### config.mk
export PLATFORM = sky130hd
export DESIGN_NAME = temp_avg_filter
export DESIGN_NICKNAME = d
export VERILOG_FILES = /design/src/rtl/temp_avg_filter.sv
export SDC_FILE = /design/constraint.sdc
export NUM_CORES = 1
export LEC_CHECK = 0
export BUFFER_PORTS_ARGS = -buffer_cell sky130_fd_sc_hd__buf_2
export CORE_MARGIN = 8
export CORE_UTILIZATION = 35
export CTS_CLUSTER_DIAMETER = 60
export DETAILED_ROUTE_END_ITERATION = 12
export HOLD_SLACK_MARGIN = 0.1
export SETUP_SLACK_MARGIN = 0.05
export SYNTH_ARGS = -nofsm -noshare
export SYNTH_HDL_FRONTEND = slang
export SYNTH_SLANG_ARGS = --single-unit
### constraint.sdc
create_clock -name clk -period 6.5 [get_ports clk]
set_input_delay 0.65 -clock clk [delete_from_list [all_inputs] [get_ports clk]]
set_output_delay 0.65 -clock clk [all_outputs]
set_load 0.01 [all_outputs]
### src/rtl/temp_avg_filter.sv
// Sliding-window mean of signed temperature samples with a hysteresis over-temperature alarm.
// Two-stage pipeline: capture sample/evicted entry, update running sum, then register mean and alarm.
module temp_avg_filter #(
    parameter int                 DEPTH_LOG2 = 3,
    parameter logic signed [15:0] HI_THRESH  = 16'sh1900,
    parameter logic signed [15:0] LO_THRESH  = 16'sh1800
) (
    input  logic        clk,
    input  logic        reset,
    input  logic [15:0] din,
    input  logic        din_valid,
    input  logic        clear,
    output logic [15:0] avg,
    output logic        avg_valid,
    output logic [7:0]  avg_byte,
    output logic        full,
    output logic        alarm
);
    localparam int N     = 1 << DEPTH_LOG2;
    localparam int PTR_W = DEPTH_LOG2;
    localparam int CNT_W = DEPTH_LOG2 + 1;
    localparam int SUM_W = 16 + DEPTH_LOG2;
    localparam logic [CNT_W-1:0] N_CNT = CNT_W'(N);

    logic [15:0]             mem_q [N];
    logic [PTR_W-1:0]        wr_ptr_q, wr_ptr_d;
    logic [CNT_W-1:0]        cnt_q, cnt_d;
    logic signed [SUM_W-1:0] sum_q, sum_d;

    // Stage 1: accepted sample, the entry it evicts, and whether it produces an output.
    logic                    s1_valid_q, s1_valid_d;
    logic signed [15:0]      s1_din_q, s1_din_d;
    logic signed [15:0]      s1_old_q, s1_old_d;
    logic                    s1_sub_q, s1_sub_d;
    logic                    s1_emit_q, s1_emit_d;
    logic                    s2_valid_q, s2_valid_d;

    logic signed [15:0]      avg_q, avg_d;
    logic                    avg_valid_q, avg_valid_d;
    logic                    alarm_q, alarm_d;

    logic                    accept;
    logic signed [SUM_W-1:0] sub_val;
    logic signed [15:0]      new_avg;

    function automatic logic signed [SUM_W-1:0] sext(input logic signed [15:0] x);
        return {{DEPTH_LOG2{x[15]}}, x};
    endfunction

    assign accept  = din_valid && !clear;
    assign sub_val = s1_sub_q ? sext(s1_old_q) : '0;
    assign new_avg = 16'(sum_q >>> DEPTH_LOG2);

    always_comb begin
        // NOTE: every next-state value gets a default first so no path infers a latch.
        wr_ptr_d    = wr_ptr_q;
        cnt_d       = cnt_q;
        sum_d       = sum_q;
        avg_d       = avg_q;
        alarm_d     = alarm_q;
        s1_valid_d  = accept;
        s1_din_d    = din;
        s1_old_d    = mem_q[wr_ptr_q];
        s1_sub_d    = (cnt_q == N_CNT);
        s1_emit_d   = (cnt_q >= N_CNT - CNT_W'(1));
        s2_valid_d  = s1_valid_q && s1_emit_q;
        avg_valid_d = s2_valid_q;

        if (accept) begin
            wr_ptr_d = wr_ptr_q + PTR_W'(1);
            if (cnt_q != N_CNT) cnt_d = cnt_q + CNT_W'(1);
        end

        if (s1_valid_q) sum_d = sum_q + sext(s1_din_q) - sub_val;

        if (s2_valid_q) begin
            avg_d = new_avg;
            if (new_avg > HI_THRESH)      alarm_d = 1'b1;
            else if (new_avg < LO_THRESH) alarm_d = 1'b0;
        end

        // Flush: in-flight results are discarded, avg keeps its last value.
        if (clear) begin
            wr_ptr_d    = '0;
            cnt_d       = '0;
            sum_d       = '0;
            alarm_d     = 1'b0;
            avg_d       = avg_q;
            s2_valid_d  = 1'b0;
            avg_valid_d = 1'b0;
        end
    end

    always_ff @(posedge clk) begin
        if (reset) begin
            wr_ptr_q    <= '0;
            cnt_q       <= '0;
            sum_q       <= '0;
            s1_valid_q  <= 1'b0;
            s1_din_q    <= '0;
            s1_old_q    <= '0;
            s1_sub_q    <= 1'b0;
            s1_emit_q   <= 1'b0;
            s2_valid_q  <= 1'b0;
            avg_q       <= '0;
            avg_valid_q <= 1'b0;
            alarm_q     <= 1'b0;
        end else begin
            wr_ptr_q    <= wr_ptr_d;
            cnt_q       <= cnt_d;
            sum_q       <= sum_d;
            s1_valid_q  <= s1_valid_d;
            s1_din_q    <= s1_din_d;
            s1_old_q    <= s1_old_d;
            s1_sub_q    <= s1_sub_d;
            s1_emit_q   <= s1_emit_d;
            s2_valid_q  <= s2_valid_d;
            avg_q       <= avg_d;
            avg_valid_q <= avg_valid_d;
            alarm_q     <= alarm_d;
        end
    end

    // NOTE: the window RAM is deliberately not reset; cnt gating keeps stale entries out of the sum.
    always_ff @(posedge clk) begin
        if (accept && !reset) mem_q[wr_ptr_q] <= din;
    end

    assign avg       = avg_q;
    assign avg_valid = avg_valid_q;
    assign avg_byte  = avg_q[15:8];
    assign full      = (cnt_q == N_CNT);
    assign alarm     = alarm_q;
endmodule

==> results of run 1 <==
==> final cells by class <==
type | count | area, um^2
clock buffer | 30 | 602
timing repair buffer | 59 | 328
fill | 2431 | 15400
tap | 335 | 419
inverter | 79 | 297
sequential | 208 | 5450
clock inverter | 12 | 125
multi-input combinational | 377 | 3180
==> stage by stage <==
step                      hold WS (ps)  util [%]  worst slack, ps
after floorplan                    432         -             3560
after global placement             432      37.5             3320
after detailed placement           443      37.5             3280
after CTS                          391      40.4             3260
after global routing               406      40.4             2990
final                              401      40.4             3290
==> state kept, by name, indices dropped and copies added, names as in the netlist <==
| name | flops |
|---|---|
| alarm | 1 |
| avg | 16 |
| avg_valid | 1 |
| cnt_q | 4 |
| mem_q | 128 |
| s1_din_q | 16 |
| s1_emit_q | 1 |
| s1_old_q | 16 |
| s1_sub_q | 1 |
| s1_valid_q | 1 |
| s2_valid_q | 1 |
| sum_q | 19 |
| wr_ptr_q | 3 |
==> worst min-delay path by stage <==
stage | start | end | slack [ps] | cells past startpoint
2_1_floorplan | sum_q[13]$_SDFFE_PP0P_ | avg[10]$_SDFFE_PP0P_ | 430 | 2
3_3_place_gp | alarm$_SDFFE_PP0P_ | alarm$_SDFFE_PP0P_ | 430 | 2
3_5_place_dp | alarm$_SDFFE_PP0P_ | alarm$_SDFFE_PP0P_ | 440 | 2
4_1_cts | din[8] | mem_q[3][8]$_DFFE_PP_ | 390 | 1
5_1_grt | din[8] | mem_q[3][8]$_DFFE_PP_ | 410 | 1
6_report | din[8] | mem_q[0][8]$_DFFE_PP_ | 400 | 1
==> critical path: cells and delay by family (launching register included) <==
kind,cells,cell delay [ps]
AOI/OAI and AO/OA,5,860
adders and majority gates,2,720
and+or+nand+nor,3,700
DFF,1,560
buffers and inverters,2,250
==> power by group <==
part	total, uW	internal [uW]	switching, uW
combinational	243	97.4	145
clock	1250	737	516
sequential	1430	1420	8.48
total	2920	2250	670
==> cell usage after synthesis, types with 4 or more instances <==
cell	number	area (um^2)
nor2_1	52	195
inv_1	79	297
mux2i_1	28	280
buf_2	4	20.0
nor4_1	7	43.8
nand2b_1	4	25.0
o21ai_0	10	50.1
nand2_1	49	184
clkbuf_1	21	78.8
and2_1	17	106
fa_1	18	360
a21oi_1	38	190
o21ai_1	4	20.0
dfxtp_1	80	1600
nor3_1	9	45.0
a211oi_1	4	30.0
ha_1	22	275
xnor2_1	9	78.8
xor2_1	8	70.1
mux4_2	32	721
nor2b_1	21	131
nand4_1	5	31.3
a21o_1	5	37.5
edfxtp_1	128	3840
buf_4	10	75.1
==> per-layer routing <==
metal  vias to the layer above  part of all wire [%]  routed length, um  GRT usage [%]
met5                         -                  0.13                 23              0
met4                         4                   1.7                314           2.98
met3                        33                   6.4               1150           2.94
met2                       107                    47               8400           18.7
met1                      2479                    45               8120           15.4
li1                       2546                     -                  -              -
==> cell families after synthesis <==
kind of cell / count (synthesis) / share of synthesized area, %
flops: 208 / 59.8
simple gates: 180 / 9.62
buf+inv: 117 / 5.29
compound gates: 80 / 5.62
mux: 60 / 11.0
fa+ha+maj: 40 / 6.98
xor+xnor: 17 / 1.64
==> metrics.txt, run 1 <==
outcome finished, final reports clean; post-CTS resize count 0; Design Area, Final 10400 um^2; Root Buffer Master clkbuf_16; vias in the first global route 5292; Nets 808; total number of vias 5169; most common cell after layout, fill and taps aside edfxtp_1; initial drt markers 316; Boundary Pins 47; FF-to-FF Start s1_sub_q$_SDFF_PP0_; Rel. slew slack 37.3%; skew final 17.5 ps; Final HPWL DP 11900 um; unrepaired setup endpoints after global routing no; Synth Instances 702; drt drc 0; top_reg_cell synth edfxtp_1; Layout area overhead 14.3%; drt via density 4.70; core area 25800 um^2; Area after DPL 9670 um^2; PwrDens 281 nW/um^2; WS Path Type register to register; R2R Setup Slk 3290 ps; final critical-path required period 3210 ps; Overall Power 2920 uW; number of synthesized flops with an enable pin 128; initial antenna violation count 2; Detail Route Antenna Nets 0; slowest stage delay, CP 560 ps; fmax 311 MHz; Yosys Warn Count 0; IO Port Bufs 46; Post-Route Setup TNS 0 ps; drt first pass iters 4; worst vdd ir 0.206 mV; crit start category register; share of post-route cells with drive strength above 1 17.8%; Initial Util 35.3%; FFs w/ async S/R, synth 0%; Worst-path clk slew 60 ps; Post-CTS Repair Setup Buffers 0; chip height 177 um; Final setup viols 0; Reg2Reg Depth 12; CP Max Fanout 16; TritonCTS Buffers 23; total wire length 18000 um; CP Capture Point sum_q[18]$_SDFFE_PP0P_; commonest cells after routing, fill and taps aside edfxtp_1 (128), inv_1 (79), dfxtp_1 (79), nor2_1 (52), nand2_1 (49); dpl cells 1058; fin crit share 49.5%; CP cell instances nand2_1 -> inv_1 -> fa_1 -> inv_1 -> ha_1 -> a21o_1 -> a21o_1 -> a21oi_1 -> nor4_1 -> a21oi_1 -> o31ai_1 -> or4_1; Critical Path Start s1_sub_q$_SDFF_PP0_; std cell rows 59; CP endpoint kind register; hold bufs inserted after CTS 0; largest net degree at the start of global routing 54; sequential area share after synthesis 59.8%; first-pass GRT wire length 29100 um; fin cells 1100; Synth cell types 51; FF+latch count, synth 208; drt wl/cell 16.4 um; FF-to-FF End sum_q[18]$_SDFFE_PP0P_; crit path DAT 3600 ps; DIE WIDTH 177 um; Hold WC Path Type input pin to register; antenna cells 0; CTS tree done; full die area 31400 um^2; gp weighted congestion 0.834; Longest Clk Path Bufs 3; fin. max-slew vios 0; Tot GR Track Use 11.6%; mean post-synth cell area 13.0 um^2; Skew-Pair Late Insertion Delay 530 ps; H-tree levels 1; CTS sink cnt 208; max_cap viols 0; Syn Nets 762; Slowest cell on crit path dfxtp_1; Leak 0.00378 uW; Req. time, crit path 6890 ps; final hold vios 0; worst slew pin tran 939 ps; final global-route overflow total 0; Post-Syn Area 9100 um^2
No activity file was read; power rests on OpenSTA's default activity.
==> run 2: changes to the inputs <==
==> constraint.sdc (replaced) <==
create_clock -name clk -period 3.3 [get_ports clk]
set_input_delay 0.33 -clock clk [delete_from_list [all_inputs] [get_ports clk]]
set_output_delay 0.33 -clock clk [all_outputs]
set_load 0.01 [all_outputs]
==> run 2 against run 1 <==
Effect of this change: largest power group unchanged; sequential cell count unchanged; non-clock buffer count up 29; maximum frequency up 4.4%; sequential power up 97%; utilization up 1.6 points; cell area up 4.0%; combinational power up 110%; register-to-register slack worse by 3100 ps; worst hold slack worse by 250 ps; clock power up 120%; routed wire length up 1.5%; cell count up 2.9%.
==> metrics.txt, run 2 (synthesis results as in run 1) <==
fin. max-slew vios 0 (unchanged); Post-CTS Repair Setup Buffers 0 (unchanged); biggest regs mem_q: 128 flops, sum_q: 19 flops (unchanged); GR Util met2 18.5% (was 18.7%); hold depth 3 (was 1); drt drc 0 (unchanged); outcome finished, final reports clean (unchanged); gp weighted congestion 0.851 (was 0.834); WS Path Type register to register (unchanged); unrepaired setup endpoints after global routing no (unchanged); share of post-route cells with drive strength above 1 20.2% (was 17.8%); Design Area, Final 10800 um^2 (was 10400 um^2); full die area 31400 um^2 (unchanged); busiest grt layer met2 (unchanged); Detail Route Antenna Nets 0 (unchanged); CP endpoint kind register (unchanged); drt wl/cell 16.1 um (was 16.4 um); worst vdd ir 0.417 mV (was 0.206 mV); most common cell after layout, fill and taps aside edfxtp_1 (unchanged); fin crit share 93.3% (was 49.5%); max FFs per register 128 (unchanged); total number of vias 5304 (was 5169); Tot GR Track Use 11.7% (was 11.6%); Rel. slew slack 31.6% (was 37.3%); core area 25800 um^2 (unchanged); Initial Util 35.3% (unchanged); first-pass GRT wire length 29400 um (was 29100 um); drt first pass iters 4 (unchanged); Nets 838 (was 808); initial drt markers 212 (was 316); Post-Route Setup TNS 0 ps (unchanged); CP Max Fanout 16 (unchanged); initial antenna violation count 1 (was 2); met3 Use GR 2.13% (was 2.94%); total wire length 18300 um (was 18000 um); DIE WIDTH 177 um (unchanged); final global-route overflow total 0 (unchanged); met1 Use GR 16.2% (was 15.4%); commonest cells after routing, fill and taps aside edfxtp_1 (128), inv_1 (79), dfxtp_1 (78), nor2_1 (52), nand2_1 (48) (was edfxtp_1 (128), inv_1 (79), dfxtp_1 (79), nor2_1 (52), nand2_1 (49)); CTS tree done (unchanged); IO Port Bufs 46 (unchanged); Leak 0.00397 uW (was 0.00378 uW); Root Buffer Master clkbuf_16 (unchanged); Layout area overhead 18.9% (was 14.3%); chip height 177 um (unchanged); Hold WC Path Type input pin to register (unchanged); PwrDens 562 nW/um^2 (was 281 nW/um^2); drt via density 4.69 (was 4.70); final critical-path required period 3080 ps (was 3210 ps); worst slew pin tran 1020 ps (was 939 ps); Area after DPL 9800 um^2 (was 9670 um^2); vias in the first global route 5404 (was 5292); TritonCTS Buffers 24 (was 23); largest net degree at the start of global routing 35 (was 54); Boundary Pins 47 (unchanged); std cell rows 59 (unchanged); skew final 33.7 ps (was 17.5 ps); Req. time, crit path 3690 ps (was 6890 ps); fmax 325 MHz (was 311 MHz); Final setup viols 0 (unchanged); CTS sink cnt 208 (unchanged); H-tree levels 1 (unchanged); final hold vios 0 (unchanged); Worst-path clk slew 60 ps (about the same); crit path DAT 3470 ps (was 3600 ps); max_cap viols 0 (unchanged); Final HPWL DP 12700 um (was 11900 um); Skew-Pair Late Insertion Delay 540 ps (was 530 ps); Largest Register mem_q (unchanged); Reg2Reg Depth 11 (was 12); Longest Clk Path Bufs 3 (unchanged); crit start category register (unchanged)
-- run 2: changes by cell type in the layout (fill, tap and decap cells not counted), moves of 2 or more --
cell | before | now
bufinv_16 | 2 | 4
dlygate4sd3_1 | 0 | 16
buf_12 | 0 | 2
clkinv_1 | 5 | 3
buf_4 | 13 | 24
ha_2 | 0 | 2
ha_1 | 22 | 20
clkbuf_1 | 7 | 4
-- run 2: metrics by stage --
step	util, %	setup WS [ps]	cells	hold slack, ps	power, uW
6_report	42.0	220	1132	148	6080
5_1_grt	42.0	56.4	1132	165	6320
4_1_cts	41.9	51.3	1131	133	6130
3_5_place_dp	38.0	91.7	1071	433	3350
3_3_place_gp	38.0	130	1071	432	3350
2_1_floorplan	-	362	702	429	3210
-- run 2: path summary, 6_finish.rpt --
check | to | slack [ps] | from
max | sum_q[18]$_SDFFE_PP0P_ | 220 | s1_sub_q$_SDFF_PP0_
min | wr_ptr_q[0]$_SDFFE_PP0P_ | 150 | din_valid
max reg2reg | sum_q[18]$_SDFFE_PP0P_ | 220 | s1_sub_q$_SDFF_PP0_
min reg2reg | alarm$_SDFFE_PP0P_ | 440 | alarm$_SDFFE_PP0P_
-- run 2: critical path: stages (launching register included) --
cell,delay [ps]
dfxtp_2,380
and2_1,170
fa_1,480
inv_1,70
fa_1,480
a211oi_2,270
o21ai_1,120
nand2_2,110
o221ai_4,130
nand3_2,130
mux2i_1,80
or4_1,510
-- run 2: final cells by class --
class                      count  area [um^2]
antenna                        1         2.50
clock buffer                  29          629
clock inverter                15          209
fill                        2380        14900
inverter                      79          297
multi-input combinational    377         3210
sequential                   208         5450
tap                          335          419
timing repair buffer          88          611
-- run 2: metal layers --
layer	share of wire, %	vias up	wire length, um
met2	46	106	8430
met3	4.4	25	813
li1	-	2606	-
met4	1.9	0	354
met5	0	-	0
met1	47	2567	8680
-- run 2: power breakdown --
| part | internal, uW | switching (uW) | total [uW] |
|---|---|---|---|
| Sequential | 2790 | 23.0 | 2820 |
| Combinational | 215 | 293 | 508 |
| Clock | 1690 | 1070 | 2760 |
-- run 2: repair_timing --
action                                 4_1_cts  5_1_grt
gates resized for setup                      0        6
hold buffers                                16        0
endpoints found under the hold margin      120        0
setup endpoints to repair                    0        6
